[config.mk]
export PLATFORM = sky130hd
export DESIGN_NAME = pwm_capture_flat
export DESIGN_NICKNAME = d
export VERILOG_FILES = /design/src/rtl/pwm_capture_if.sv /design/src/rtl/pwm_capture.sv /design/src/flat_wrapper.sv
export SDC_FILE = /design/constraint.sdc
export NUM_CORES = 1
export LEC_CHECK = 0
export BUFFER_PORTS_ARGS = -buffer_cell sky130_fd_sc_hd__clkbuf_2
export CAP_MARGIN = 20
export CELL_PAD_IN_SITES_DETAIL_PLACEMENT = 0
export CELL_PAD_IN_SITES_GLOBAL_PLACEMENT = 2
export CORE_MARGIN = 2
export CORE_UTILIZATION = 37
export DETAILED_ROUTE_END_ITERATION = 6
export PLACE_DENSITY = 0.89
export SLEW_MARGIN = 40
export SYNTH_ARGS = -nofsm -noshare
export SYNTH_HDL_FRONTEND = slang
export SYNTH_SLANG_ARGS = --single-unit
[constraint.sdc]
create_clock -name clk -period 5.5 [get_ports clk]
set_input_delay 0.55 -clock clk [delete_from_list [all_inputs] [get_ports clk]]
set_output_delay 0.55 -clock clk [all_outputs]
set_load 0.02 [all_outputs]
[src/rtl/pwm_capture_if.sv]
// Measurement bus of the PWM capture block: stimulus/config in, per-period results out.
// The master side is the capture block; the slave side drives the PWM pair and consumes results.
interface pwm_capture_if #(
  parameter int WIDTH = 32
);
  logic             enable;
  logic             pwm_in;
  logic             pwm_cmp_in;
  logic [WIDTH-1:0] timeout;
  logic [WIDTH-1:0] period_out;
  logic [WIDTH-1:0] high_out;
  logic [WIDTH-1:0] dead_fall_out;
  logic [WIDTH-1:0] dead_rise_out;
  logic             cmp_seen;
  logic             valid;
  logic             timeout_flag;
  logic             stuck_level;

  modport master (
    input  enable, pwm_in, pwm_cmp_in, timeout,
    output period_out, high_out, dead_fall_out, dead_rise_out,
    output cmp_seen, valid, timeout_flag, stuck_level
  );

  modport slave (
    output enable, pwm_in, pwm_cmp_in, timeout,
    input  period_out, high_out, dead_fall_out, dead_rise_out,
    input  cmp_seen, valid, timeout_flag, stuck_level
  );
endinterface

[src/rtl/pwm_capture.sv]
// Complementary PWM pair capture: period, high time and both dead-time gaps per period.
// Results publish one cycle after the synchronized pwm_in rise; no backpressure, valid is a single-cycle pulse.
module pwm_capture #(
  parameter int WIDTH       = 32,
  parameter int SYNC_STAGES = 2
) (
  input  logic           clk,
  input  logic           reset,
  pwm_capture_if.master  bus
);

  typedef enum logic [1:0] {IDLE, HIGH, LOW} state_t;

  localparam logic [WIDTH-1:0] ONE = {{(WIDTH-1){1'b0}}, 1'b1};

  state_t                 state;
  logic [SYNC_STAGES-1:0] p_sync, c_sync;
  logic                   p_prev, c_prev;
  logic                   p_s, c_s;
  logic                   p_rise, p_fall, c_rise, c_fall;
  logic                   timeout_hit;

  logic [WIDTH-1:0] pcnt, dcnt, rcnt;
  logic [WIDTH-1:0] high_cap, dfall_cap;
  logic             cmp_seen_cap, cmp_fell;

  function automatic logic [WIDTH-1:0] sat_inc(input logic [WIDTH-1:0] v);
    return (v == '1) ? v : v + ONE;
  endfunction

  assign p_s    = p_sync[SYNC_STAGES-1];
  assign c_s    = c_sync[SYNC_STAGES-1];
  assign p_rise = p_s & ~p_prev;
  assign p_fall = ~p_s & p_prev;
  assign c_rise = c_s & ~c_prev;
  assign c_fall = ~c_s & c_prev;
  // A pwm_in edge on the same cycle always takes precedence over the timeout.
  assign timeout_hit = (bus.timeout != '0) && (pcnt == bus.timeout) && !p_rise && !p_fall;

  always_ff @(posedge clk) begin
    if (reset) begin
      p_sync <= '0;
      c_sync <= '0;
      p_prev <= 1'b0;
      c_prev <= 1'b0;
    end else begin
      p_sync[0] <= bus.pwm_in;
      c_sync[0] <= bus.pwm_cmp_in;
      for (int i = 1; i < SYNC_STAGES; i++) begin
        p_sync[i] <= p_sync[i-1];
        c_sync[i] <= c_sync[i-1];
      end
      p_prev <= p_s;
      c_prev <= c_s;
    end
  end

  always_ff @(posedge clk) begin
    if (reset) begin
      state             <= IDLE;
      pcnt              <= '0;
      dcnt              <= '0;
      rcnt              <= '0;
      high_cap          <= '0;
      dfall_cap         <= '0;
      cmp_seen_cap      <= 1'b0;
      cmp_fell          <= 1'b0;
      bus.period_out    <= '0;
      bus.high_out      <= '0;
      bus.dead_fall_out <= '0;
      bus.dead_rise_out <= '0;
      bus.cmp_seen      <= 1'b0;
      bus.valid         <= 1'b0;
      bus.timeout_flag  <= 1'b0;
      bus.stuck_level   <= 1'b0;
    end else begin
      bus.valid <= 1'b0;
      if (!bus.enable || (state != IDLE && timeout_hit)) begin
        state        <= IDLE;
        pcnt         <= '0;
        dcnt         <= '0;
        rcnt         <= '0;
        high_cap     <= '0;
        dfall_cap    <= '0;
        cmp_seen_cap <= 1'b0;
        cmp_fell     <= 1'b0;
        if (bus.enable) begin
          bus.timeout_flag <= 1'b1;
          bus.stuck_level  <= p_s;
        end
      end else begin
        case (state)
          IDLE: begin
            pcnt <= '0;
            if (p_rise) begin
              state <= HIGH;
              pcnt  <= ONE;
            end
          end
          HIGH: begin
            pcnt <= sat_inc(pcnt);
            if (p_fall) begin
              state    <= LOW;
              high_cap <= pcnt;
              dcnt     <= ONE;
              // cmp rising together with the pwm fall is a zero dead-time event.
              if (c_rise) begin
                dfall_cap    <= '0;
                cmp_seen_cap <= 1'b1;
              end
            end
          end
          LOW: begin
            pcnt <= sat_inc(pcnt);
            dcnt <= sat_inc(dcnt);
            if (cmp_fell) rcnt <= sat_inc(rcnt);
            if (p_rise) begin
              state             <= HIGH;
              pcnt              <= ONE;
              bus.period_out    <= pcnt;
              bus.high_out      <= high_cap;
              bus.dead_fall_out <= dfall_cap;
              bus.dead_rise_out <= (cmp_fell && cmp_seen_cap && !c_fall) ? rcnt : '0;
              bus.cmp_seen      <= cmp_seen_cap;
              bus.timeout_flag  <= 1'b0;
              bus.valid         <= 1'b1;
              dcnt              <= '0;
              rcnt              <= '0;
              high_cap          <= '0;
              dfall_cap         <= '0;
              cmp_seen_cap      <= 1'b0;
              cmp_fell          <= 1'b0;
            end else begin
              if (c_rise && !cmp_seen_cap) begin
                dfall_cap    <= dcnt;
                cmp_seen_cap <= 1'b1;
              end
              if (c_fall) begin
                rcnt     <= ONE;
                cmp_fell <= 1'b1;
              end
            end
          end
          default: state <= IDLE;
        endcase
      end
    end
  end

endmodule

[src/flat_wrapper.sv]
// flat-port wrapper written by rule: the top's interface ports become plain ports
module pwm_capture_flat 
#(
  parameter int WIDTH       = 32,
  parameter int SYNC_STAGES = 2
)
  (clk, reset, bus_enable, bus_pwm_in, bus_pwm_cmp_in, bus_timeout, bus_period_out, bus_high_out, bus_dead_fall_out, bus_dead_rise_out, bus_cmp_seen, bus_valid, bus_timeout_flag, bus_stuck_level);
  pwm_capture_if #(.WIDTH(WIDTH)) bus_i ();
  input  logic clk;
  input  logic reset;
  input wire logic [$bits(bus_i.enable)-1:0] bus_enable;
  input wire logic [$bits(bus_i.pwm_in)-1:0] bus_pwm_in;
  input wire logic [$bits(bus_i.pwm_cmp_in)-1:0] bus_pwm_cmp_in;
  input wire logic [$bits(bus_i.timeout)-1:0] bus_timeout;
  output wire logic [$bits(bus_i.period_out)-1:0] bus_period_out;
  output wire logic [$bits(bus_i.high_out)-1:0] bus_high_out;
  output wire logic [$bits(bus_i.dead_fall_out)-1:0] bus_dead_fall_out;
  output wire logic [$bits(bus_i.dead_rise_out)-1:0] bus_dead_rise_out;
  output wire logic [$bits(bus_i.cmp_seen)-1:0] bus_cmp_seen;
  output wire logic [$bits(bus_i.valid)-1:0] bus_valid;
  output wire logic [$bits(bus_i.timeout_flag)-1:0] bus_timeout_flag;
  output wire logic [$bits(bus_i.stuck_level)-1:0] bus_stuck_level;
  assign bus_i.enable = bus_enable;
  assign bus_i.pwm_in = bus_pwm_in;
  assign bus_i.pwm_cmp_in = bus_pwm_cmp_in;
  assign bus_i.timeout = bus_timeout;
  assign bus_period_out = bus_i.period_out;
  assign bus_high_out = bus_i.high_out;
  assign bus_dead_fall_out = bus_i.dead_fall_out;
  assign bus_dead_rise_out = bus_i.dead_rise_out;
  assign bus_cmp_seen = bus_i.cmp_seen;
  assign bus_valid = bus_i.valid;
  assign bus_timeout_flag = bus_i.timeout_flag;
  assign bus_stuck_level = bus_i.stuck_level;
  pwm_capture #(.WIDTH(WIDTH), .SYNC_STAGES(SYNC_STAGES)) u_core (.clk(clk), .reset(reset), .bus(bus_i));
endmodule
# [Yosys cells after proc, flatten, opt, wreduce, memory -nomap -nowiden]
# Index checks and enable logic that the tools add are counted.
[totals] out_inout_bits=132 regBits=302 wordCells=117
[classes] bitwise_logic=10 n_eq_ne=14 reduce_logical=34 mux=36 addsub=3
[op_table] operator="two-way mux 32 bit" n=16
[op_table] operator="case mux 32 bit (2 select lines)" n=3
[op_table] operator="adder 32 x 1 -> 32 bit (second input constant)" n=3
[op_table] operator="equality test 32 bit (second input constant)" n=3
[op_table] operator="case mux 32 bit (3 select lines)" n=1
[op_table] operator="equality test 32 bit" n=1
[op_table] operator="nonzero test 32 bit" n=1
[op_table] operator="AND reduction 3 bit" n=5
[op_table] operator="two-way mux 1 bit" n=12
[op_table] operator="nonzero test 2 bit" n=5
[op_table] operator="inequality test 2 x 1 -> 1 bit (second input constant)" n=4
[op_table] operator="logical AND 1 bit" n=7
[op_table] operator="inequality test 3 x 1 -> 1 bit (second input constant)" n=2
[op_table] operator="NOT 1 bit" n=6
[op_table] operator="AND reduction 2 bit" n=3
[op_table] operator="nonzero test 3 bit" n=2
[op_table] operator="logical NOT 1 bit" n=5
[op_table] operator="bitwise AND 1 bit" n=4
[op_table] operator="two-way mux 2 bit" n=2
[op_table] operator="case mux 2 bit (2 select lines)" n=1
[op_table] operator="AND reduction 4 bit" n=1
[op_table] operator="OR reduction 2 bit" n=2
[op_table] operator="inequality test 3 x 2 -> 1 bit (second input constant)" n=1
[op_table] operator="OR reduction 3 bit" n=1
[op_table] operator="other kinds (6)" n=6

# [Depth between registers and ports, before layout]
# Gate-level depths: netlist of the first run.
[depth] ltp_word=9 mapped_depth=9

# [Worst setup path before layout of the first run]
# OpenSTA, ideal clock, no wires.
[synth_path] path_kind="register to register" from="register u_core.pcnt[11]" to="register u_core.pcnt[25]" path_buffers=2 arrival_ns=2.189 setup_slack_ns=3.245 setup_ns=0.066 synth_period_minus_slack_ns=2.255 stages_incl_launch_ff=9 required_time_ns=5.434 path_cell_list="dfxtp_1 buf_4 and3_1 buf_6 and4_4 nand4_2 or4b_4 or4_4 a21oi_2"
[synth_via] elab_chain_cells=7 elab_cells_between_ends=12 cone_classes="add/sub (1); eq/ne (2); mux (3); reduce/logical (6)"
[synth_lines] element="from (decl)" line_no="pwm_capture.sv:23" rtl="logic [WIDTH-1:0] pcnt, dcnt, rcnt;"
[synth_lines] element="from (signal assigned)" line_no="pwm_capture.sv:101" rtl="pcnt <= sat_inc(pcnt);"
[synth_lines] element="from (signal assigned)" line_no="pwm_capture.sv:114" rtl="pcnt <= sat_inc(pcnt);"
[synth_lines] element="branches (longest 7 deep; another with adder 32 x 1 -> 32 bit)"
# Parallel ways; which one is timed is not known.
# A chain may end at the register's enable or synchronous reset.

# [Worst setup path after layout of the first run]
[layout_path] from="register u_core.pcnt[11]" to="register u_core.dcnt[0]"
[layout_via] elab_chain_cells=7
[layout_lines] element="equality test 32 bit" line_no="pwm_capture.sv:38" rtl="assign timeout_hit = (bus.timeout != '0) && (pcnt == bus.timeout) && !p_rise && !p_fall;"
[layout_lines] element="logical AND 1 bit (3 in series)" line_no="pwm_capture.sv:38"
[layout_lines] element="logical AND 1 bit" line_no="pwm_capture.sv:78" rtl="if (!bus.enable || (state != IDLE && timeout_hit)) begin"
[layout_lines] element="logical OR 1 bit" line_no="pwm_capture.sv:78"
[layout_lines] element="OR reduction 2 bit (no line)"
[layout_lines] element="to (signal assigned)" line_no="pwm_capture.sv:115" rtl="dcnt <= sat_inc(dcnt);"
[layout_lines] element="to (decl)" line_no="pwm_capture.sv:23"
# Every way passes these cells.

==> flow_metrics.env, run 1 <==
export IMPL_status="finished, final reports clean"
export IMPL_clk_latency_ps=520
export IMPL_ys_ff_latch=302
export IMPL_min_path_type="input pin to register"
export IMPL_port_buffer_count=168
export IMPL_vdd_drop_max_uv=223
export IMPL_slowest_stage="dfxtp_1"
export IMPL_tightest_slew_ps=765
export IMPL_nNetsFinal=1725
export IMPL_path_cells="xor2_1 -> nor4_1 -> nand3_1 -> o311ai_4 -> buf_4 -> buf_4 -> nor3_1"
export IMPL_finalHoldViolations=0
export IMPL_first_iter_violations=645
export IMPL_ys_types=69
export IMPL_clkTransAtPathRegs_ps=60
export IMPL_synthToLayoutAreaGrowth_pct=16.8
export IMPL_synth_top_area_share_pct=46.7
export IMPL_fin_util_pct=43.8
export IMPL_drtPass1Iterations=5
export IMPL_dr_total_vias=11300
export IMPL_drive_gt1_share_pct=16.2
export IMPL_synth_commonest_cells="nand2_1 (306), dfxtp_1 (302), nor2_1 (158), a21oi_1 (144), clkbuf_1 (87)"
export IMPL_numCtsBuffers=36
export IMPL_worstPathMaxFanout=54
export IMPL_tns_ps=0
export IMPL_syn_area_per_cell_um2=8.18
export IMPL_syn_nets=1627
export IMPL_synthTopCellsByArea="dfxtp_1 (47%), nand2_1 (8.9%), a21oi_1 (5.6%)"
export IMPL_drt_wl_total_um=36600
export IMPL_yosys_most_used_dff="dfxtp_1"
export IMPL_setup_viol=0
export IMPL_clock_fmax_mhz=326
export IMPL_ant_nets=0
export IMPL_cts_root_buffer="clkbuf_16"
export IMPL_clock_sinks=302
export IMPL_num_rows=68
export IMPL_yosysMostFrequentCell="nand2_1"
export IMPL_dieHeight_um=191
export IMPL_yosys_warnings=0
export IMPL_cts_hold_buf=0
export IMPL_p_per_area_nw_per_um2=302
export IMPL_die_width_um=191
export IMPL_cp_end_kind="register"
export IMPL_holdWs_ps=273
export IMPL_wl_per_cell_um=17.0
export IMPL_antenna_found_initial=3
export IMPL_grt_usage_pct=19.9
export IMPL_hpwlAfterDp_um=24100
export IMPL_seq_area_frac_synth_pct=46.7
export IMPL_cpMostUsedCell="buf_4"
export IMPL_arrival_ps=3440
export IMPL_async_flop_share_pct=0
export IMPL_syn_area_um2=12900
export IMPL_post_cts_setup_buffer_count=0
export IMPL_grt_pass1_vias=10600
export IMPL_post_route_period_util_pct=55.7
export IMPL_grt_pass1_wl_um=58500
export IMPL_cts_tree="done"
export IMPL_grt_max_degree=86
export IMPL_critPathBufInv=2
export IMPL_leakage_nw=5.20
export IMPL_synth_edff_count=0
export IMPL_startpoint_type="register"
export IMPL_cts_max_level=2
export IMPL_finalMaxSlewViolations=0
export IMPL_rsz0062_at_grt="no"
export IMPL_slew_headroom_pct=48.8
export IMPL_worstSetupPathType="register to register"
export IMPL_critPathRequiredTime_ps=5880
export IMPL_drc=0
export IMPL_crit_family="buffers and inverters"
export IMPL_core_area_um2=34500
export IMPL_max_stage_delay_ps=690
export IMPL_cap_violations=0
export IMPL_start_util_pct=37.5
export IMPL_fin_crit_ps=3060
export IMPL_dieArea_um2=36500
export IMPL_cts_resized=0
export IMPL_fill_cells=3571
export IMPL_grt_overflow_total=0
export IMPL_finClkSkew_ps=15.9
export IMPL_synth_cells=1583
export IMPL_routed_via_density=5.23
export IMPL_gp_congestion=0.868
export IMPL_cts_buffer_depth=3
export IMPL_io_pins=169
export IMPL_yosys_area_top_type="dfxtp_1"
## cells by family after synthesis
group | Yosys count | synth area share [%]
adder cells (fa/ha/maj) | 7 | 0.676
flip-flops | 302 | 46.7
AO/OA/AOI/OAI | 346 | 16.4
AND/OR/NAND/NOR | 703 | 25.3
XOR/XNOR | 80 | 5.41
buffers and inverters | 140 | 5.14
multiplexers | 5 | 0.396
## power by group
part           internal [mW]  switching (mW)  leakage (nW)
registers               2.19         0.00263          2.43
clock network           1.35           0.926         0.541
logic                 0.0272          0.0808          2.23
## flip-flops by register name, indices dropped and copies added (netlist names)
register	flops
u_core.state	2
u_core.rcnt	32
u_core.bus.timeout_flag	1
u_core.dcnt	32
u_core.p_prev	1
u_core.c_prev	1
u_core.bus.period_out	32
u_core.bus.cmp_seen	1
u_core.cmp_fell	1
u_core.pcnt	32
u_core.bus.dead_rise_out	32
u_core.bus.dead_fall_out	32
u_core.bus.high_out	32
u_core.bus.valid	1
u_core.bus.stuck_level	1
u_core.dfall_cap	32
u_core.high_cap	32
u_core.p_sync	2
u_core.c_sync	2
u_core.cmp_seen_cap	1
## final cells by class
| class | instances | area, um2 | area share, % |
|---|---|---|---|
| clock buffer | 48 | 1020 | 6.72 |
| tap | 455 | 569 | 3.76 |
| antenna | 1 | 2.50 | 0.0165 |
| clock inverter | 11 | 109 | 0.720 |
| timing repair buffer | 188 | 1030 | 6.81 |
| inverter | 12 | 45.0 | 0.298 |
| sequential | 302 | 6050 | 40.0 |
| multi-input combinational | 1141 | 6310 | 41.7 |
## path summary, 6_finish.rpt
check                           slack (ps)             start               end  cells after the start
worst max-delay path                  2440   u_core.pcnt[11]    u_core.dcnt[0]                      7
worst max register to register        2440   u_core.pcnt[11]    u_core.dcnt[0]                      7
worst min-delay path                   270        bus_pwm_in  u_core.p_sync[0]                      2
worst min register to register         440  u_core.c_sync[0]  u_core.c_sync[1]                      1
## worst reg2reg max path, cell delays in order, from the launching register on
cell      delay (ps)
dfxtp_1          690
xor2_1           170
nor4_1           230
nand3_1          210
o311ai_4         280
buf_4            540
buf_4            640
nor3_1           150
## stage by stage
stage	instances	total power [mW]	instance area [um2]	setup slack, ps
6_report	2158	4.57	15100	2440
5_1_grt	2157	4.73	15100	2230
4_1_cts	2157	4.64	15100	2470
3_5_place_dp	2098	2.35	14000	2400
3_3_place_gp	2096	2.35	13900	2090
2_1_floorplan	1583	2.31	12900	3250
## layer usage
layer	wire length, um	vias to the layer above	global-route usage, %	share of wire [%]
met2	16000	263	31.0	44
li1	-	5701	-	-
met5	23	-	0	0.063
met3	2190	58	3.38	6.0
met1	17700	5265	28.3	48
met4	774	4	5.83	2.1
## cells in the final DEF (no fill, tap or decap), types with 4 or more instances in the layout
master | synthesis | layout
a211oi_1 | 5 | 5
a21oi_1 | 144 | 144
a22oi_1 | 65 | 65
a311oi_1 | 11 | 11
a31oi_1 | 14 | 14
and3_1 | 16 | 15
and4_1 | 10 | 10
buf_4 | 3 | 18
clkbuf_1 | 87 | 6
clkbuf_16 | 0 | 37
clkbuf_2 | 0 | 167
clkbuf_8 | 3 | 5
clkinvlp_4 | 0 | 4
dfxtp_1 | 302 | 302
ha_1 | 7 | 7
inv_1 | 12 | 12
mux2i_1 | 4 | 4
nand2_1 | 306 | 306
nand2b_1 | 6 | 5
nand3_1 | 38 | 37
nand4_1 | 32 | 32
nor2_1 | 158 | 155
nor2b_1 | 41 | 40
nor3_1 | 21 | 20
nor3b_1 | 4 | 4
nor4_1 | 27 | 26
nor4_2 | 3 | 4
o2111ai_1 | 11 | 11
o211ai_1 | 11 | 11
o21ai_0 | 61 | 61
or2_2 | 4 | 4
or3_1 | 15 | 15
xnor2_1 | 29 | 29
xor2_1 | 51 | 51
Note: power is estimated with default switching activity, not from simulation.
==> inputs of run 2 (changes only) <==
--- a/config.mk
+++ b/config.mk
@@ -10,9 +10,9 @@
 export CELL_PAD_IN_SITES_DETAIL_PLACEMENT = 0
 export CELL_PAD_IN_SITES_GLOBAL_PLACEMENT = 2
 export CORE_MARGIN = 2
-export CORE_UTILIZATION = 37
+export CORE_UTILIZATION = 34
 export DETAILED_ROUTE_END_ITERATION = 6
-export PLACE_DENSITY = 0.89
+export PLACE_DENSITY = 0.83
 export SLEW_MARGIN = 40
 export SYNTH_ARGS = -nofsm -noshare
 export SYNTH_HDL_FRONTEND = slang
==> constraint.sdc (replaced) <==
create_clock -name clk -period 2.94 [get_ports clk]
set_input_delay 0.294 -clock clk [delete_from_list [all_inputs] [get_ports clk]]
set_output_delay 0.294 -clock clk [all_outputs]
set_load 0.02 [all_outputs]
==> run 2 against run 1 <==
Count of clock-buffer cells in the layout unchanged. Sequential share of layout area down 1.1 points. Fmax up 21%. Non-clock buffer count up 34. Largest power group unchanged.
==> flow_metrics.env, run 2 (synthesis gave the netlist of run 1 again) <==
export IMPL_status="finished, final reports clean"
export IMPL_vdd_drop_max_uv=335
export IMPL_post_route_period_util_pct=86.2
export IMPL_antenna_found_initial=1
export IMPL_combPwrFrac_pct=2.5
export IMPL_dr_total_vias=11400
export IMPL_dp_cells=2186
export IMPL_grt_overflow_total=0
export IMPL_rsz0062_at_grt="no"
export IMPL_critPathBufInv=2
export IMPL_finalMaxSlewViolations=0
export IMPL_die_width_um=199
export IMPL_num_rows=71
export IMPL_max_stage_delay_ps=650
export IMPL_finClkSkew_ps=16.6
export IMPL_instances_no_fill=2252
export IMPL_ant_nets=0
export IMPL_clkTransAtPathRegs_ps=60
export IMPL_tns_ps=0
export IMPL_intPower_mw=7.02
export IMPL_p_sw_mw=1.92
export IMPL_drive_gt1_share_pct=17.6
export IMPL_port_buffer_count=168
export IMPL_grt_usage_pct=19.1
export IMPL_dieArea_um2=39700
export IMPL_p_clk_share_pct=51.6
export IMPL_fin_crit_ps=2530
export IMPL_startpoint_type="register"
export IMPL_core_area_um2=37600
export IMPL_holdWs_ps=183
export IMPL_cpMostUsedCell="buf_4"
export IMPL_cts_root_buffer="clkbuf_16"
export IMPL_gp_congestion=0.906
export IMPL_synthToLayoutAreaGrowth_pct=20.1
export IMPL_hpwlAfterDp_um=26300
export IMPL_arrival_ps=2940
export IMPL_crit_family="compound AO/OA/AOI/OAI gates"
export IMPL_p_sw_share_pct=21.4
export IMPL_setup_viol=0
export IMPL_cts_buffer_depth=3
export IMPL_layout_commonest_cell="nand2_1"
export IMPL_cts_tree="done"
export IMPL_path_cells="xor2_1 -> nor4_1 -> o211ai_1 -> o311ai_4 -> buf_4 -> a21o_1 -> buf_4 -> nor2_1"
export IMPL_seqPwrFrac_pct=45.9
export IMPL_slowest_stage="dfxtp_1"
export IMPL_worstSetupPathType="register to register"
export IMPL_worstPathMaxFanout=30
export IMPL_min_path_type="input pin to register"
export IMPL_clock_sinks=302
export IMPL_dieHeight_um=199
export IMPL_power_mw=8.94
export IMPL_wl_per_cell_um=16.9
export IMPL_slew_headroom_pct=57.6
export IMPL_p_per_area_nw_per_um2=575
export IMPL_cts_max_level=2
export IMPL_start_util_pct=34.5
export IMPL_grt_max_degree=71
export IMPL_clk_latency_ps=540
export IMPL_final_cell_mix="nand2_1 (306), dfxtp_1 (302), clkbuf_2 (167), nor2_1 (155), a21oi_1 (144)"
export IMPL_drc=0
export IMPL_routed_via_density=5.07
export IMPL_cp_end_kind="register"
export IMPL_first_iter_violations=611
export IMPL_numCtsBuffers=36
export IMPL_grt_pass1_wl_um=59800
export IMPL_tightest_slew_ps=635
export IMPL_critPathRequiredTime_ps=3350
export IMPL_nNetsFinal=1759
export IMPL_drtPass1Iterations=6
export IMPL_leakage_nw=5.44
export IMPL_io_pins=169
export IMPL_finalHoldViolations=0
export IMPL_grt_pass1_vias=10700
export IMPL_drt_wl_total_um=38100
export IMPL_cap_violations=0
export IMPL_clock_fmax_mhz=395
## run 2: layer usage
layer / GRT usage, % / up-vias / routed length (um)
li1: - / 5764 / -
met1: 27.3 / 5325 / 19100
met2: 28.4 / 254 / 16100
met3: 3.43 / 69 / 1770
met4: 7.21 / 0 / 1140
met5: 0 / - / 0
## run 2: what timing repair did
action,CTS,global route
hold buffers,2,0
gates resized for setup,0,0
hold endpoints to repair,2,0
setup buffers,0,0
## run 2: power by group through the flow
stage | clock network [mW] | logic (mW) | registers, mW
after floorplan | 0 | 0.126 | 4.19
after global placement | 0 | 0.225 | 4.19
after detailed placement | 0 | 0.225 | 4.19
after CTS | 4.76 | 0.227 | 4.10
after global routing | 4.91 | 0.245 | 4.10
final | 4.62 | 0.223 | 4.10
## run 2: through the flow
stage	cell area [um2]	setup WS, ps	utilization, %
2_1_floorplan	12900	685	-
3_3_place_gp	14300	434	38.0
3_5_place_dp	14300	406	38.1
4_1_cts	15500	405	41.4
5_1_grt	15500	216	41.4
6_report	15500	405	41.4
## run 2: worst paths after layout
check                                 startpoint                       end  slack [ps]  cells after the start
worst max-delay path             u_core.pcnt[23]           u_core.rcnt[15]         410                      8
worst max register to register   u_core.pcnt[23]           u_core.rcnt[15]         410                      8
worst min register to register  u_core.c_sync[0]          u_core.c_sync[1]         440                      1
worst min-delay path                       reset  u_core.bus.period_out[1]         180                      2
## run 2: area by class of cell
type	count	area, um2
flip-flops and latches	302	6050
multi-input cells	1141	6300
fillers	3905	22000
clock buffers	48	1020
diodes	1	2.50
repair buffers	222	1290
clock inverters	15	205
inverters	12	45.0
well taps	511	639
